==> config.mk <==
export PLATFORM = sky130hd
export DESIGN_NAME = control_movimiento_multieje
export DESIGN_NICKNAME = d
export VERILOG_FILES = /design/src/rtl/control_movimiento_multieje.sv
export SDC_FILE = /design/constraint.sdc
export NUM_CORES = 1
export LEC_CHECK = 0
export BUFFER_PORTS_ARGS = -buffer_cell sky130_fd_sc_hd__buf_4
export CORE_MARGIN = 2
export CORE_UTILIZATION = 30
export DETAILED_ROUTE_END_ITERATION = 7
export GPL_ROUTABILITY_DRIVEN = 0
export SLEW_MARGIN = 20
export SYNTH_ARGS = -nofsm -noshare
export SYNTH_HDL_FRONTEND = slang
export SYNTH_SLANG_ARGS = --single-unit
==> constraint.sdc <==
create_clock -name clk -period 3 [get_ports clk]
set_input_delay 0.3 -clock clk [delete_from_list [all_inputs] [get_ports clk]]
set_output_delay 0.3 -clock clk [all_outputs]
set_load 0.01 [all_outputs]
==> src/rtl/control_movimiento_multieje.sv <==
// Round-robin multi-axis motor controller: auto (sensor balance) / manual (position) modes,
// settle window, move timeout faults. Optional macro CTRL_MOV_DEADTIME_EN adds reversal deadtime.
module control_movimiento_multieje #(
  parameter int                N_AXES      = 2,
  parameter int                W           = 16,
  parameter int                DEADBAND    = 5,
  parameter int                SETTLE_CYC  = 4,
  parameter int                TIMEOUT_CYC = 1000,
  parameter int                FULL_TURN   = 360,
  parameter logic [N_AXES-1:0] WRAP_MASK   = 'b01,
  parameter int                DEADTIME    = 2,
  localparam int               AW          = (N_AXES > 1) ? $clog2(N_AXES) : 1
) (
  input  logic                clk,
  input  logic                rst,
  input  logic                sma,
  input  logic [N_AXES*W-1:0] sens_a,
  input  logic [N_AXES*W-1:0] sens_b,
  input  logic [N_AXES*W-1:0] pos_target,
  input  logic [N_AXES*W-1:0] pos_actual,
  input  logic                fault_clr,
  output logic [N_AXES-1:0]   drv_pos,
  output logic [N_AXES-1:0]   drv_neg,
  output logic [AW-1:0]       active_axis,
  output logic                busy,
  output logic [N_AXES-1:0]   fault
);

  localparam int         MW   = $clog2(TIMEOUT_CYC + 1);
  localparam int         SW   = $clog2(SETTLE_CYC + 1);
  localparam logic [W:0] HALF = (W+1)'(FULL_TURN / 2);
  localparam logic [W:0] TURN = (W+1)'(FULL_TURN);
  localparam logic [W:0] DB   = (W+1)'(DEADBAND);

  if (N_AXES < 1 || N_AXES > 8 || SETTLE_CYC < 1 || TIMEOUT_CYC < 1 || DEADTIME < 0) begin : g_param_err
    $error("control_movimiento_multieje: parameter out of range");
  end

  typedef enum logic {ST_MOVE, ST_SETTLE} state_t;

  logic [N_AXES-1:0][W:0] w_e;
  logic [N_AXES-1:0]      w_dpos;

  for (genvar i = 0; i < N_AXES; i++) begin : g_ax
    logic [W-1:0] w_a, w_b;
    logic [W:0]   w_mag;
    logic         w_gt, w_wrap;
    assign w_a    = sma ? pos_actual[i*W +: W] : sens_a[i*W +: W];
    assign w_b    = sma ? pos_target[i*W +: W] : sens_b[i*W +: W];
    assign w_gt   = w_a > w_b;
    assign w_mag  = w_gt ? ({1'b0, w_a} - {1'b0, w_b}) : ({1'b0, w_b} - {1'b0, w_a});
    assign w_wrap = sma && WRAP_MASK[i] && (w_mag > HALF);
    // shortcut the other way round; saturate so out-of-range positions never underflow
    assign w_e[i]    = !w_wrap ? w_mag : ((w_mag >= TURN) ? '0 : (TURN - w_mag));
    assign w_dpos[i] = w_gt ^ w_wrap;
  end

  state_t            r_state, w_state_n;
  logic [AW-1:0]     r_axis, w_axis_n;
  logic [MW-1:0]     r_mcnt, w_mcnt_n;
  logic [SW-1:0]     r_scnt, w_scnt_n;
  logic [N_AXES-1:0] r_drv_pos, r_drv_neg, w_drv_pos_n, w_drv_neg_n;
  logic [N_AXES-1:0] r_fault, w_fset;
  logic              r_busy, w_busy_n, r_mode, r_mvld;
  logic              w_mchg, w_adv, w_inb, w_dir, w_go;
  logic [W:0]        w_err;

`ifdef CTRL_MOV_DEADTIME_EN
  localparam int DW = (DEADTIME > 0) ? $clog2(DEADTIME + 1) : 1;
  logic [DW-1:0]          r_dcnt, w_dcnt_n;
  logic [N_AXES-1:0][1:0] r_last, w_last_n;
  logic [1:0]             w_want;
  assign w_want = w_dir ? 2'b01 : 2'b10;
`endif

  assign w_err  = w_e[r_axis];
  assign w_dir  = w_dpos[r_axis];
  assign w_inb  = w_err <= DB;
  assign w_mchg = r_mvld && (sma != r_mode);

  always_comb begin
    w_state_n   = r_state;
    w_axis_n    = r_axis;
    w_mcnt_n    = r_mcnt;
    w_scnt_n    = r_scnt;
    w_drv_pos_n = '0;
    w_drv_neg_n = '0;
    w_fset      = '0;
    w_adv       = 1'b0;
    w_go        = 1'b0;
`ifdef CTRL_MOV_DEADTIME_EN
    w_dcnt_n    = '0;
    w_last_n    = r_last;
`endif
    if (w_mchg) begin
      w_state_n = ST_MOVE;
      w_axis_n  = '0;
      w_mcnt_n  = '0;
      w_scnt_n  = '0;
    end else begin
      case (r_state)
        ST_MOVE: begin
          if (w_inb) begin
            w_state_n = ST_SETTLE;
            w_scnt_n  = '0;
          end else if (r_mcnt == MW'(TIMEOUT_CYC - 1)) begin
            w_fset[r_axis] = 1'b1;
            w_adv          = 1'b1;
          end else begin
            w_mcnt_n = r_mcnt + 1'b1;
`ifdef CTRL_MOV_DEADTIME_EN
            // reversal: idle the bridge before driving the opposite way
            if (r_last[r_axis] != 2'b00 && r_last[r_axis] != w_want && r_dcnt < DW'(DEADTIME)) begin
              w_dcnt_n = r_dcnt + 1'b1;
            end else begin
              w_go             = 1'b1;
              w_last_n[r_axis] = w_want;
            end
`else
            w_go = 1'b1;
`endif
          end
        end
        default: begin
          if (!w_inb)                             w_state_n = ST_MOVE;
          else if (r_scnt == SW'(SETTLE_CYC - 1)) w_adv     = 1'b1;
          else                                    w_scnt_n  = r_scnt + 1'b1;
        end
      endcase
    end
    if (w_adv) begin
      w_state_n = ST_MOVE;
      w_axis_n  = (r_axis == AW'(N_AXES - 1)) ? '0 : r_axis + 1'b1;
      w_mcnt_n  = '0;
      w_scnt_n  = '0;
    end
    if (w_go) begin
      w_drv_pos_n[r_axis] = w_dir;
      w_drv_neg_n[r_axis] = !w_dir;
    end
    w_busy_n = (w_state_n == ST_MOVE) && !w_inb && !w_adv && !w_mchg;
  end

  always_ff @(posedge clk or negedge rst) begin
    if (!rst) begin
      r_state   <= ST_MOVE;
      r_axis    <= '0;
      r_mcnt    <= '0;
      r_scnt    <= '0;
      r_drv_pos <= '0;
      r_drv_neg <= '0;
      r_fault   <= '0;
      r_busy    <= 1'b0;
      r_mode    <= 1'b0;
      r_mvld    <= 1'b0;
`ifdef CTRL_MOV_DEADTIME_EN
      r_dcnt    <= '0;
      r_last    <= '0;
`endif
    end else begin
      r_state   <= w_state_n;
      r_axis    <= w_axis_n;
      r_mcnt    <= w_mcnt_n;
      r_scnt    <= w_scnt_n;
      r_drv_pos <= w_drv_pos_n;
      r_drv_neg <= w_drv_neg_n;
      r_fault   <= (r_fault & ~{N_AXES{fault_clr}}) | w_fset;
      r_busy    <= w_busy_n;
      r_mode    <= sma;
      r_mvld    <= 1'b1;
`ifdef CTRL_MOV_DEADTIME_EN
      r_dcnt    <= w_dcnt_n;
      r_last    <= w_last_n;
`endif
    end
  end

  assign drv_pos     = r_drv_pos;
  assign drv_neg     = r_drv_neg;
  assign active_axis = r_axis;
  assign busy        = r_busy;
  assign fault       = r_fault;

endmodule
* Yosys cells after proc, flatten, opt, wreduce, memory -nomap -nowiden *
Index checks and enable logic that the tools add are counted.

cells by class
  add/sub/neg operators = 8
  magnitude comparators = 7
  equality and inequality tests = 7
  muxes and demuxes = 47
  bitwise operators = 7
  reduce and logical (&&, ||, !) cells = 14

operators with widths
  kind                                                                                count
  17-bit 2-to-1 mux                                                                   6
  16-bit by 16-bit subtractor with 17-bit output                                      4
  16-bit 2-to-1 mux                                                                   4
  10-bit 2-to-1 mux                                                                   5
  16-bit > comparator                                                                 2
  1-bit 2-to-1 mux                                                                    19
  3-bit 2-to-1 mux                                                                    6
  17-bit by 9-bit >= comparator with 1-bit output (second input constant)             1
  17-bit by 8-bit > comparator with 1-bit output (second input constant)              1
  17-bit by 3-bit less-or-equal comparator with 1-bit output (second input constant)  1
  9-bit by 17-bit subtractor with 17-bit output (first input constant)                1
  2-bit 2-to-1 mux                                                                    6
  10-bit by 1-bit adder with 10-bit output (second input constant)                    1
  10-bit equality test (second input constant)                                        1
  2-bit AND                                                                           3
  1-bit logical AND                                                                   6
  3-bit inequality test (second input constant)                                       2
  1-bit logical NOT                                                                   4
  4-bit inequality test (second input constant)                                       1
  3-bit by 1-bit adder with 3-bit output (second input constant)                      1
  3-bit by 2-bit equality test with 1-bit output (second input constant)              1
  3-bit by 1-bit inequality test with 1-bit output (second input constant)            1
  3-bit AND reduction                                                                 1
  3-bit nonzero test                                                                  1
  11 further kinds                                                                    11

storage, ports and cells
  register bits after elaboration = 24
  input port bits = 132
  output and inout port bits = 8
  logic and storage cells = 100

* Longest topological paths before layout *
  word-level depth = 17
  mapped depth = 25
  gate-level depth less buffers = 19

* Worst setup path before layout *
OpenSTA, ideal clock, no wires.

  path type = input port to flip-flop
  start point = input port sma
  end point = register r_mcnt[1]
  arrival = 5856 ps
  data required time = 2863 ps
  setup slack = -2993 ps
  stages = 25
  buffers on the path = 7
  path through = clkbuf_1 buf_1 clkbuf_1 mux2i_1 inv_1 ha_1 buf_6 a21o_4 a221o_1 a211oi_1 a21oi_1 buf_4 clkbuf_1 mux2i_1 ha_1 a22oi_2 nand2b_1 a221o_1 a221oi_1 o211ai_2 nor4b_4 a211o_4 clkbuf_4 mux2i_1 nor3_2

between the ends
  longest elaborated chain between the ends = 14
  elaborated cells between the ends (all ways) = 33
  those cells by class = 5 x add/sub; 5 x order compare; 4 x eq/ne; 16 x mux; 3 x reduce/logical

RTL lines
  item                                                                                                        RTL line  text
  start, declared                                                                                             16        input logic sma,
  16-bit 2-to-1 mux (on tied branches)                                                                        49, 48
  16-bit by 16-bit subtractor with 17-bit output / 16-bit > comparator (equally long branches)                51, 50
  17-bit 2-to-1 mux                                                                                           51        assign w_mag = w_gt ? ({1'b0, w_a} - {1'b0, w_b}) : ({1'b0, w_b} - {1'b0, w_a});
  9-bit by 17-bit subtractor with 17-bit output (tied with other cells)                                       54        assign w_e[i] = !w_wrap ? w_mag : ((w_mag >= TURN) ? '0 : (TURN - w_mag));
  17-bit 2-to-1 mux / 1-bit logical AND (equally long branches)                                               54, 52
  17-bit 2-to-1 mux                                                                                           54
  17-bit 2-to-1 mux (not written as such) (2 in a row)                                                        76        assign w_err = w_e[r_axis];
  17-bit by 3-bit less-or-equal comparator with 1-bit output                                                  78        assign w_inb = w_err <= DB;
  1-bit 2-to-1 mux (on tied branches)                                                                         103, 125
  1-bit 2-to-1 mux                                                                                            101       case (r_state)
  1-bit 2-to-1 mux                                                                                            95        if (w_mchg) begin
  3-bit inequality test (no line) / 3-bit by 1-bit inequality test with 1-bit output (equally long branches)  n/a
  3-bit AND reduction (no line)                                                                               n/a
  end signal, assigned                                                                                        163       r_mcnt <= w_mcnt_n;
  end, declared                                                                                               60        logic [MW-1:0] r_mcnt, w_mcnt_n;

Several ways; a longest one is shown, not always the timed one. The select of a mux whose other input is x is not followed.
A chain may end at the register's enable or synchronous reset.

* Final worst setup path *
  start point = input port sma
  end point = register r_mcnt[8]

Same word-level chain as after synthesis.

==> flow_summary.toml <==
[placed_design]
pre_cts_slack_ns = -2.74
dpl.cell_count = 1551
portBuffers = 139
place_area_um2 = 10200
dp.final_hpwl_mm = 18.6

[logic_synthesis]
synthCells = 881
synth_enable_flop_cells = 0
ys_warn_count = 0
synth_seq_cells = 24
ys_seq_area_share_pct = 9.03
synthArstFlopShare_pct = 100
syn-mean-instance-area_um2 = 7.55
synthesis.area_um2 = 6650
ys_dominant_reg_cell = "dfrtp_1"
synth.distinct_cells = 85
synth_fp_nets = 1085

[min_path]
hold_depth = 2
hp-start = "fault_clr"
whs_endpoint = "fault[0]"
holdCritPathClass = "in -> reg"

[timing]
tightest_slew_ns = 0.509
tns_ns = -41.57
grt_setup_unrepaired = "true"
min_period_over_period_pct = 166
finClkSkew_ns = 0.00212
period_needed_ns = 4.98
hold_viol_final = 0
setup_ws_ns = -1.98
finalMaxSlewViolations = 0
setup_viol = 22
fmax_mhz = 201
relSlewSlack_pct = 65.8
holdWs_ns = 0.238

[critical_path]
max_stage_delay_ns = 0.45
slowest_stage = "a311o_2"
rrSetupSlack_ns = 0.63
worstPathArrival_ns = 5.16
crit_path_end_kind = "flop"
critPathBufInv = 5
startpoint_type = "input port"
crit_chain = "buf_16 -> buf_12 -> mux2i_4 -> ha_2 -> inv_2 -> fa_2 -> a211oi_4 -> o31ai_4 -> a221oi_4 -> xor2_2 -> nand2_2 -> o22ai_2 -> a41oi_2 -> a311o_2 -> buf_6 -> a21boi_2 -> a2bb2oi_2 -> nor4b_4 -> buf_4 -> a211o_4 -> or4_4 -> a211oi_2"
worst-path-max-fanout = 7
cpLargestDelayFamily = "compound AO/OA/AOI/OAI gates"
r2r_end = "r_scnt[0]"
r2r_cells = 8
startpoint = "sma"
critPathKind = "in -> reg"
crit_required_ns = 3.18
r2r-start = "active_axis"

[final_layout]
final_cell_mix = "454 x buf_4, 81 x inv_1, 57 x ha_1"
fillCellCount = 2032
final_nets = 1525
antennaDiodeCount = 0
multiInputGateArea_um2 = 6500
register_area_um2 = 601
final_layout_size_suffix_gt1_share_pct = 49.9
area.growth.synth_to_final_pct = 76.1
fin_area_um2 = 11700
final_cell_count_no_fill = 1600
layout_commonest_cell = "buf_4"

[power]
power_density_nw_per_um2 = 417
leakage_nw = 5.61
irDropWorstVdd_mv = 0.226

[route]
viasPerCell = 5.14
routed_wl_mm = 23.6
drc = 0
ant_nets = 0
drt_iter0_drc = 381
vias = 8230
firstDrtPassIters = 5
routedWlPerCell_um = 14.7

[global_route]
first_global_vias = 8274
grt_pass1_wl_mm = 38.5
grt_max_degree = 25
track_usage_pct = 19.1
antenna_found_initial = 0
grt-ovfl-total = 0

[clock_tree]
clk_pin_slew_ns = 0.06
tritoncts = "yes"
clock-sinks = 24
cts_buffers = 3
htree_levels = 1
cts.path.max_buffers = 2
clock_latency_ns = 0.25
cts_root_buf = "clkbuf_16"

[run_status]
violations = "negative setup slack"
outcome = "finished with violations"

[floorplan]
die_w_um = 153
dieArea_um2 = 23400
die_h_um = 153
core_region_area_um2 = 21800
boundaryPins = 140
start_util_pct = 30.6
fp-row-count = 54

[flow_run]
cap_violations = 0
[state kept, by name, indices dropped and copies added, names as in the netlist]
signal       cells
drv_pos          2
r_mcnt          10
r_mode           1
fault            2
drv_neg          2
active_axis      1
r_mvld           1
r_state          1
busy             1
r_scnt           3
[what timing repair did]
item                       in CTS  in global routing
setup buffers                  27                 15
pin swaps                      36                 33
setup endpoints to repair      22                 22
hold buffers                    1                  0
gates cloned                    3                  0
resized for setup             106                 92
hold endpoints to repair       24                  0
[metrics by stage]
stage               util, %  power (mW)
floorplan                 -        2.37
global placement       47.0        3.84
detailed placement     47.0        3.89
CTS                    51.1        4.62
global route           53.8        5.24
finish                 53.8        4.88
[routing by layer]
| layer | wire length (µm) | track usage [%] | part of all wire [%] | up-vias |
|---|---|---|---|---|
| met1 | 10100 | 24.3 | 43 | 3858 |
| met2 | 11900 | 35.0 | 51 | 214 |
| met4 | 579 | 4.54 | 2.5 | 0 |
| met3 | 921 | 1.39 | 3.9 | 41 |
| li1 | - | - | - | 4117 |
| met5 | 0 | 0 | 0 | - |
[worst max-delay path by stage]
stage	end	slack (ns)	cells past startpoint
floorplan	r_mcnt[1]	-2.04	23
global placement	r_scnt[0]	-2.69	20
detailed placement	r_scnt[0]	-2.74	20
CTS	r_scnt[0]	-1.93	22
global route	r_scnt[0]	-2.16	22
finish	r_mcnt[8]	-1.98	22
[cell usage after synthesis, types with 12 or more instances]
cell type  instances  share of area (%)
a211oi_1          18                2.0
a21o_1            28                3.2
a21oi_1           65                4.9
and2_1            18                1.7
clkbuf_1          28                1.6
dfrtp_1           24                9.0
ha_1              68                 13
inv_1             84                4.7
mux2i_1           88                 13
nand2_1           61                3.4
nand3_1           20                1.5
nand4_1           12                1.1
nor2_1            42                2.4
nor3_1            26                2.0
o211ai_1          24                2.7
o21a_1            15                1.7
o21ai_0           35                2.6
xnor2_1           18                2.4
xor2_1            16                2.1
[layout make-up]
| type | instances | share of cell area, % |
|---|---|---|
| inverters | 84 | 2.69 |
| multi-input cells | 727 | 55.6 |
| repair buffers | 481 | 32.7 |
| clock inverters | 1 | 0.257 |
| well taps | 280 | 2.99 |
| flip-flops and latches | 24 | 5.13 |
| clock buffers | 3 | 0.641 |
[cells by family (layout without fill, tap and decap cells)]
family	after synthesis	in the layout	synth area share (%)
flops	24	24	9.03
simple gates	238	238	18.5
xor+xnor	34	34	4.48
other cells	1	1	0.0564
compound gates	287	288	31.0
buf+inv	131	569	8.34
fa+ha+maj	72	72	14.0
mux	94	94	14.6
[where the power goes]
part           internal (mW)  total (mW)  switching (mW)
Combinational           2.15        4.10            1.95
Clock                  0.265       0.378           0.113
Sequential             0.370       0.408          0.0383
Total                   2.78        4.88            2.10
Note: power is estimated with default switching activity, not from simulation.
